$ cat config.mk
export PLATFORM = sky130hd
export DESIGN_NAME = instr_encoder
export DESIGN_NICKNAME = d
export VERILOG_FILES = /design/src/rtl/instr_encoder.sv
export SDC_FILE = /design/constraint.sdc
export NUM_CORES = 1
export LEC_CHECK = 0
export CAP_MARGIN = 5
export CORE_AREA = 8 8 134 136
export CTS_CLUSTER_SIZE = 28
export DETAILED_ROUTE_END_ITERATION = 8
export DIE_AREA = 0 0 142 144
export GPL_TIMING_DRIVEN = 1
export PLACE_DENSITY = 0.85
export SLEW_MARGIN = 10
export SYNTH_ARGS = -nofsm -noshare
export SYNTH_HDL_FRONTEND = slang
export SYNTH_SLANG_ARGS = --single-unit
$ cat constraint.sdc
create_clock -name clk -period 2.9 [get_ports clk]
set_clock_uncertainty 0.1 [all_clocks]
set_input_delay 0.58 -clock clk [delete_from_list [all_inputs] [get_ports clk]]
set_output_delay 0.58 -clock clk [all_outputs]
set_load 0.1 [all_outputs]
$ cat src/rtl/instr_encoder.sv
// Instruction-field encoder: packs accepted field tuples into 32-bit words,
// buffers them in a small FIFO and streams them to instruction memory.
module instr_encoder #(
   parameter int ADDR_W     = 8,
   parameter int FIFO_DEPTH = 4,
   parameter int BASE_ADDR  = 0
) (
   input  logic              clk,
   input  logic              rst,
   input  logic              start,
   input  logic              finish,
   input  logic              in_valid,
   output logic              in_ready,
   input  logic [3:0]        f_cond,
   input  logic [1:0]        f_type,
   input  logic              f_imm_en,
   input  logic              f_set,
   input  logic [3:0]        f_op,
   input  logic [4:0]        f_rd,
   input  logic [4:0]        f_rh,
   input  logic [4:0]        f_ro,
   input  logic [31:0]       f_imm,
   output logic              mem_we,
   input  logic              mem_ready,
   output logic [ADDR_W-1:0] mem_addr,
   output logic [31:0]       mem_wdata,
   output logic              busy,
   output logic              done,
   output logic              err,
   output logic [7:0]        err_cnt,
   output logic              wrapped,
   output logic [15:0]       words
);

   localparam int PTR_W = $clog2(FIFO_DEPTH);
   localparam int CNT_W = PTR_W + 1;
   localparam logic [ADDR_W-1:0] BASE = ADDR_W'(BASE_ADDR);

   typedef enum logic [1:0] {IDLE, RUN, DRAIN} state_t;

   state_t           state, state_nxt;
   logic [31:0]      fifo_mem [FIFO_DEPTH];
   logic [PTR_W-1:0] wr_ptr, rd_ptr;
   logic [CNT_W-1:0] count;
   logic [31:0]      enc_word;
   logic             imm_ok, accept, push, reject, pop, sess_start;

   // Immediate form carries imm[9:0]; register form carries ro in [9:5].
   assign enc_word = {f_cond, f_type, f_imm_en, f_set, f_op, f_rd, f_rh,
                      f_imm_en ? f_imm[9:0] : {f_ro, 5'd0}};

   // The immediate fits in 10 signed bits only if bits 31..9 all agree.
   assign imm_ok = !f_imm_en || (&f_imm[31:9]) || !(|f_imm[31:9]);

   assign in_ready   = (state == RUN) && (count < CNT_W'(FIFO_DEPTH));
   assign accept     = in_valid && in_ready;
   assign push       = accept && imm_ok;
   assign reject     = accept && !imm_ok;
   assign mem_we     = (count != '0);
   assign mem_wdata  = mem_we ? fifo_mem[rd_ptr] : '0;
   assign pop        = mem_we && mem_ready;
   assign sess_start = (state == IDLE) && start;
   assign busy       = (state != IDLE);

   // NOTE: every output of this block gets a default first, so no latch is inferred.
   always_comb begin
      state_nxt = state;
      done      = 1'b0;
      unique case (state)
         IDLE:    if (start) state_nxt = RUN;
         RUN:     if (finish) state_nxt = DRAIN;
         DRAIN: begin
            if (count == '0) begin
               state_nxt = IDLE;
               done      = 1'b1;
            end
         end
         default: state_nxt = IDLE;
      endcase
   end

   // NOTE: registers use non-blocking assignments so every flop samples pre-edge values.
   always_ff @(posedge clk or negedge rst) begin
      if (!rst) state <= IDLE;
      else      state <= state_nxt;
   end

   // NOTE: FIFO storage is not reset; the head is only visible while mem_we is high.
   always_ff @(posedge clk) begin
      if (push) fifo_mem[wr_ptr] <= enc_word;
   end

   always_ff @(posedge clk or negedge rst) begin
      if (!rst) begin
         wr_ptr <= '0;
         rd_ptr <= '0;
         count  <= '0;
      end else begin
         if (push) wr_ptr <= wr_ptr + PTR_W'(1);
         if (pop)  rd_ptr <= rd_ptr + PTR_W'(1);
         unique case ({push, pop})
            2'b10:   count <= count + CNT_W'(1);
            2'b01:   count <= count - CNT_W'(1);
            default: count <= count;
         endcase
      end
   end

   always_ff @(posedge clk or negedge rst) begin
      if (!rst) begin
         mem_addr <= BASE;
         wrapped  <= 1'b0;
         words    <= '0;
         err      <= 1'b0;
         err_cnt  <= '0;
      end else begin
         err <= reject;
         if (sess_start) begin
            mem_addr <= BASE;
            wrapped  <= 1'b0;
            words    <= '0;
            err_cnt  <= '0;
         end else begin
            if (pop) begin
               mem_addr <= mem_addr + ADDR_W'(1);
               if (mem_addr == '1)       wrapped <= 1'b1;
               if (words != 16'hFFFF)    words   <= words + 16'd1;
            end
            if (reject && err_cnt != 8'hFF) err_cnt <= err_cnt + 8'd1;
         end
      end
   end

endmodule

# Yosys cells after proc, flatten, opt, wreduce, memory -nomap -nowiden
# Memories as Yosys holds them, arrays and structs flattened.
# Cells that the tools add are included.
[totals] regBits=43 ram_bits=128 inputBits=65 elab_cells=75 memories=1
[classes] add_sub_neg=7 n_lt_le_gt_ge=1 n_eq_ne=10 mux=21 n_reduce_logical=26
[mem_list] name="fifo_mem" depth=4 width=32 rd=1 rd_clocked_by_memory_dff=0 write_ports=1 line="42" source="logic [31:0] fifo_mem [FIFO_DEPTH];"
[ops] op="$mux W16" count=3
[ops] op="$mux W32" count=1
[ops] op="$mux W8" count=4
[ops] op="$reduce_and A23 Y1" count=1
[ops] op="$reduce_or A23 Y1" count=1
[ops] op="$add A16 B1 Y16 const B" count=1
[ops] op="$add A8 B1 Y8 const B" count=2
[ops] op="$ne A16 B16 Y1 const B" count=1
[ops] op="$reduce_bool A2 Y1" count=6
[ops] op="$mux W10" count=1
[ops] op="$eq A8 B8 Y1 const B" count=1
[ops] op="$ne A8 B8 Y1 const B" count=1
[ops] op="$logic_and A1 B1 Y1" count=7
[ops] op="$mux W1" count=7
[ops] op="$mux W2" count=3
[ops] op="$ne A2 B2 Y1 const B" count=3
[ops] op="$pmux W2 S3" count=1
[ops] op="$pmux W3 S2" count=1
[ops] op="$add A2 B1 Y2 const B" count=2
[ops] op="$eq A2 B1 Y1 const B" count=2
[ops] op="$eq A2 B2 Y1 const B" count=2
[ops] op="$reduce_and A2 Y1" count=2
[ops] op="$add A3 B1 Y3 const B" count=1
[ops] op="$logic_not A1 Y1" count=3
[ops] op="other kinds (7)" count=8

# Longest topological paths before layout
[depth] word_depth=8 depth_mapped=10 depth_no_buf=10

# Worst setup path before layout
# OpenSTA, ideal clock, no wires.
[synth_timing] kind="flip-flop to flip-flop" startpoint="register state[1]" endpoint="memory fifo_mem[0][0] (enable)" setup_time_ns=0.421 arrival_ns=3.582 required_ns=2.379 path_slack_ns=-1.203 stages_incl_launch_ff=5 n_path_buf=0 path_cell_list="dfrtp_1 nor3b_2 and2_4 o21ai_1 nor2_1"
[synth_between] elab_chain_cells=6
[synth_lines] element="from (decl)" line="41" source="state_t state, state_nxt;"
[synth_lines] element="from (signal assigned)" line="85" source="else state <= state_nxt;"
[synth_lines] element="$eq A2 B1 Y1" line="55" source="assign in_ready = (state == RUN) && (count < CNT_W'(FIFO_DEPTH));"
[synth_lines] element="$logic_and A1 B1 Y1" line="55"
[synth_lines] element="via in_ready" line="13" source="output logic in_ready,"
[synth_lines] element="$logic_and A1 B1 Y1" line="56" source="assign accept = in_valid && in_ready;"
[synth_lines] element="$logic_and A1 B1 Y1" line="57" source="assign push = accept && imm_ok;"
[synth_lines] element="$mux W1" line="90" source="if (push) fifo_mem[wr_ptr] <= enc_word;"
[synth_lines] element="$mux W1 (implied by the code)" line="90"
[synth_lines] element="to (decl)" line="42"
# The timed path passes the listed nets, and every way through them passes these cells.

# Final worst setup path
[layout_timing] startpoint="register count[2]" endpoint="output mem_wdata[1]"
[layout_between] elab_chain_cells=2
[layout_lines] element="from (decl)" line="44" source="logic [CNT_W-1:0] count;"
[layout_lines] element="from (signal assigned)" line="102" source="2'b10: count <= count + CNT_W'(1);"
[layout_lines] element="from (signal assigned)" line="103" source="2'b01: count <= count - CNT_W'(1);"
[layout_lines] element="from (signal assigned)" line="104" source="default: count <= count;"
[layout_lines] element="$reduce_bool A3 Y1" line="59" source="assign mem_we = (count != '0);"
[layout_lines] element="$mux W32" line="60" source="assign mem_wdata = mem_we ? fifo_mem[rd_ptr] : '0;"
[layout_lines] element="to (decl)" line="26" source="output logic [31:0] mem_wdata,"
# Every way passes these cells.

==> impl_metrics.tcl <==
set metrics [dict create \
    status "finished clean" \
    hold_class "input pin to asynchronous set/reset pin" \
    synth_edf_count 128 \
    utilization_pct 62.2 \
    finalMaxSlewViolations 0 \
    clk_pin_slew_ps 60 \
    crit_path_start_kind "flop" \
    dp_slack_ps -63.9 \
    final_area_mm2 0.00998 \
    layout_worst_path_cycle_share_pct 93.6 \
    start_util_pct 45.5 \
    ys_warn_count 0 \
    grt_pass1_wl_um 26200 \
    num_io_pins 135 \
    dpl-instance-area_mm2 0.00935 \
    cap_violations 0 \
    hpwl_um 11300 \
    place_inst 826 \
    async_flop_share_pct 25.1 \
    finalNonFillerCells 862 \
    htree_levels 4 \
    yosysUniqueCellTypes 47 \
    drcViolationCount 0 \
    wl_per_cell_um 19.0 \
    worst_ep_arrival_time_ps 2040 \
    grt_start_max_net_pins 44 \
    antenna_found_initial 0 \
    maxSlewHeadroom_pct 35.2 \
    synth_seq_cells 171 \
    ff2ff_path_depth 8 \
    antenna_cells 0 \
    ys_seq_area_share_pct 67.3 \
    syn_nets 544 \
    dominantRegCellSynth "edfxtp_1" \
    fillers 1136 \
    irDropWorstVdd_uv 769 \
    drtPass1Iterations 5 \
    area_growth_pct 36.5 \
    cts_buffers 17 \
    tritoncts "yes" \
    grt.overflow.total 0 \
    holdBufCountCts 0 \
    syn_avg_cell_area_um2 15.6 \
    hold_violations 0 \
    dieArea_mm2 0.0204 \
    synth.area.top_cells "edfxtp_1 53%, dfrtp_1 15%, mux4_2 9.9%, and2_1 3.3%, xnor2_1 2.3%" \
    synthTopCellsByCount "128 x edfxtp_1, 43 x dfrtp_1, 39 x and2_1" \
    yosysTopAreaCell "edfxtp_1" \
    ctsRootBufferMaster "clkbuf_16" \
    drive_gt1_share_pct 26.9 \
    endpoint_kind "primary output" \
    port-buffer-count 134 \
    final.setup.tns_ps 0 \
    grt_pass1_vias 4942 \
    die_h_um 144 \
    nNetsFinal 703 \
    rsz0062_at_grt "no" \
    multiInputGateArea_mm2 0.00231 \
    setup_violations 0 \
    seqCellArea_mm2 0.00492 \
    core.rowCount 47 \
    tightestPinTransition_ps 972 \
    syn-cell-area_mm2 0.00731 \
    cts.sinks 171 \
    max_freq_mhz 368 \
    pwr_density_cell_mw_per_mm2 1150 \
    coreArea_mm2 0.0161 \
    netlist_instances 470 \
    place_congestion 0.864 \
    clk_latency_ps 420 \
    crit_type "flop to primary output" \
    clock_path_buffers 2 \
    drt_iter0_drc 342 \
    track_usage_pct 16.9 \
    cp_max_fo 17 \
    power_mw 11.4 \
    fin_ws_ps 185 \
    fp.dieW_um 142 \
    fin_hold_ws_ps 216 \
    vias 4526 \
    worstPathRequired_ps 2220 \
    p_leak_nw 3.68 \
    finalWirelength_um 16400 \
    synth_top_area_share_pct 52.6 \
    via_per_inst 5.25 \
    ant_nets 0 \
    synth.most_common_cell "edfxtp_1" \
    period_needed_ps 2720 \
]
## layout by cell type (no fill, tap or decap), drive strengths merged, types with 2 or more instances in the layout
| master | count |
|---|---|
| mux4 | 32 |
| and4 | 3 |
| clkinv | 5 |
| xnor2 | 19 |
| nor2 | 30 |
| clkdlybuf4s50 | 63 |
| edfxtp | 128 |
| bufinv | 3 |
| or2 | 2 |
| nor4bb | 2 |
| mux2 | 6 |
| nand3b | 2 |
| nand3 | 8 |
| nand2 | 22 |
| nand2b | 4 |
| nor4 | 9 |
| clkinvlp | 4 |
| a21oi | 5 |
| and3 | 7 |
| nor3 | 12 |
| mux2i | 6 |
| a31oi | 2 |
| nor3b | 2 |
| ha | 8 |
| nand4 | 14 |
| dfrtp | 43 |
| or3 | 4 |
| o21ai | 7 |
| xor2 | 7 |
| clkbuf | 21 |
| and2 | 40 |
| inv | 16 |
| buf | 93 |
## layout make-up
| class | instances | area share (%) |
|---|---|---|
| multi-input combinational | 266 | 23.2 |
| tap | 220 | 2.76 |
| clock buffer | 21 | 4.41 |
| clock inverter | 11 | 1.44 |
| timing repair inverter | 1 | 0.0752 |
| timing repair buffer | 156 | 18.2 |
| sequential | 171 | 49.3 |
| inverter | 16 | 0.639 |
## flip-flops by register name, summed over array words and instances (netlist names)
signal	count
fifo_mem	128
words	16
err_cnt	8
mem_addr	8
count	3
rd_ptr	2
state	2
wr_ptr	2
err	1
wrapped	1
## worst max-delay path, stage by stage, from the launching register on
cell	delay [ps]
dfrtp_1	470
nor3_4	400
clkinvlp_4	150
buf_4	220
and2_1	200
buf_12	180
## path summary, 6_finish.rpt
check,from,end,slack [ps]
worst min-delay path,rst,words[5],220
min in group clk,rd_ptr[1],rd_ptr[1],370
worst min register to register,rd_ptr[1],rd_ptr[1],370
worst max-delay path,count[2],mem_wdata[1],180
max in group asynchronous,rst,rd_ptr[0],1820
worst max register to register,count[2],count[2],550
## cells by family (layout without fill, tap and decap cells)
| group | after synthesis | in the layout | synth area share (%) |
|---|---|---|---|
| AOI/OAI and AO/OA | 22 | 22 | 1.97 |
| xor gates and xnor gates | 26 | 26 | 3.12 |
| adders and majority gates | 9 | 9 | 1.64 |
| buffers and inverters | 33 | 205 | 1.78 |
| DFF | 171 | 171 | 67.3 |
| muxes | 44 | 44 | 11.6 |
| and+or+nand+nor | 165 | 165 | 12.6 |
## repair_timing
item                       CTS  global route
gates resized for setup      4             0
hold endpoints to repair     0             0
setup buffers                3             0
setup endpoints to repair   33             0
## report_power, final
group / internal, mW / switching (mW) / total, mW
sequential: 2.82 / 0.166 / 2.99
clock: 1.35 / 0.892 / 2.25
combinational: 2.20 / 4.00 / 6.20
total: 6.37 / 5.06 / 11.4
## routing by layer
layer | global-route usage (%) | part of all wire (%)
met5 | 0 | 0
met4 | 6.16 | 0.90
met3 | 4.99 | 7.0
met2 | 29.7 | 54
met1 | 19.3 | 38
Power figures use the tool's default switching activity.
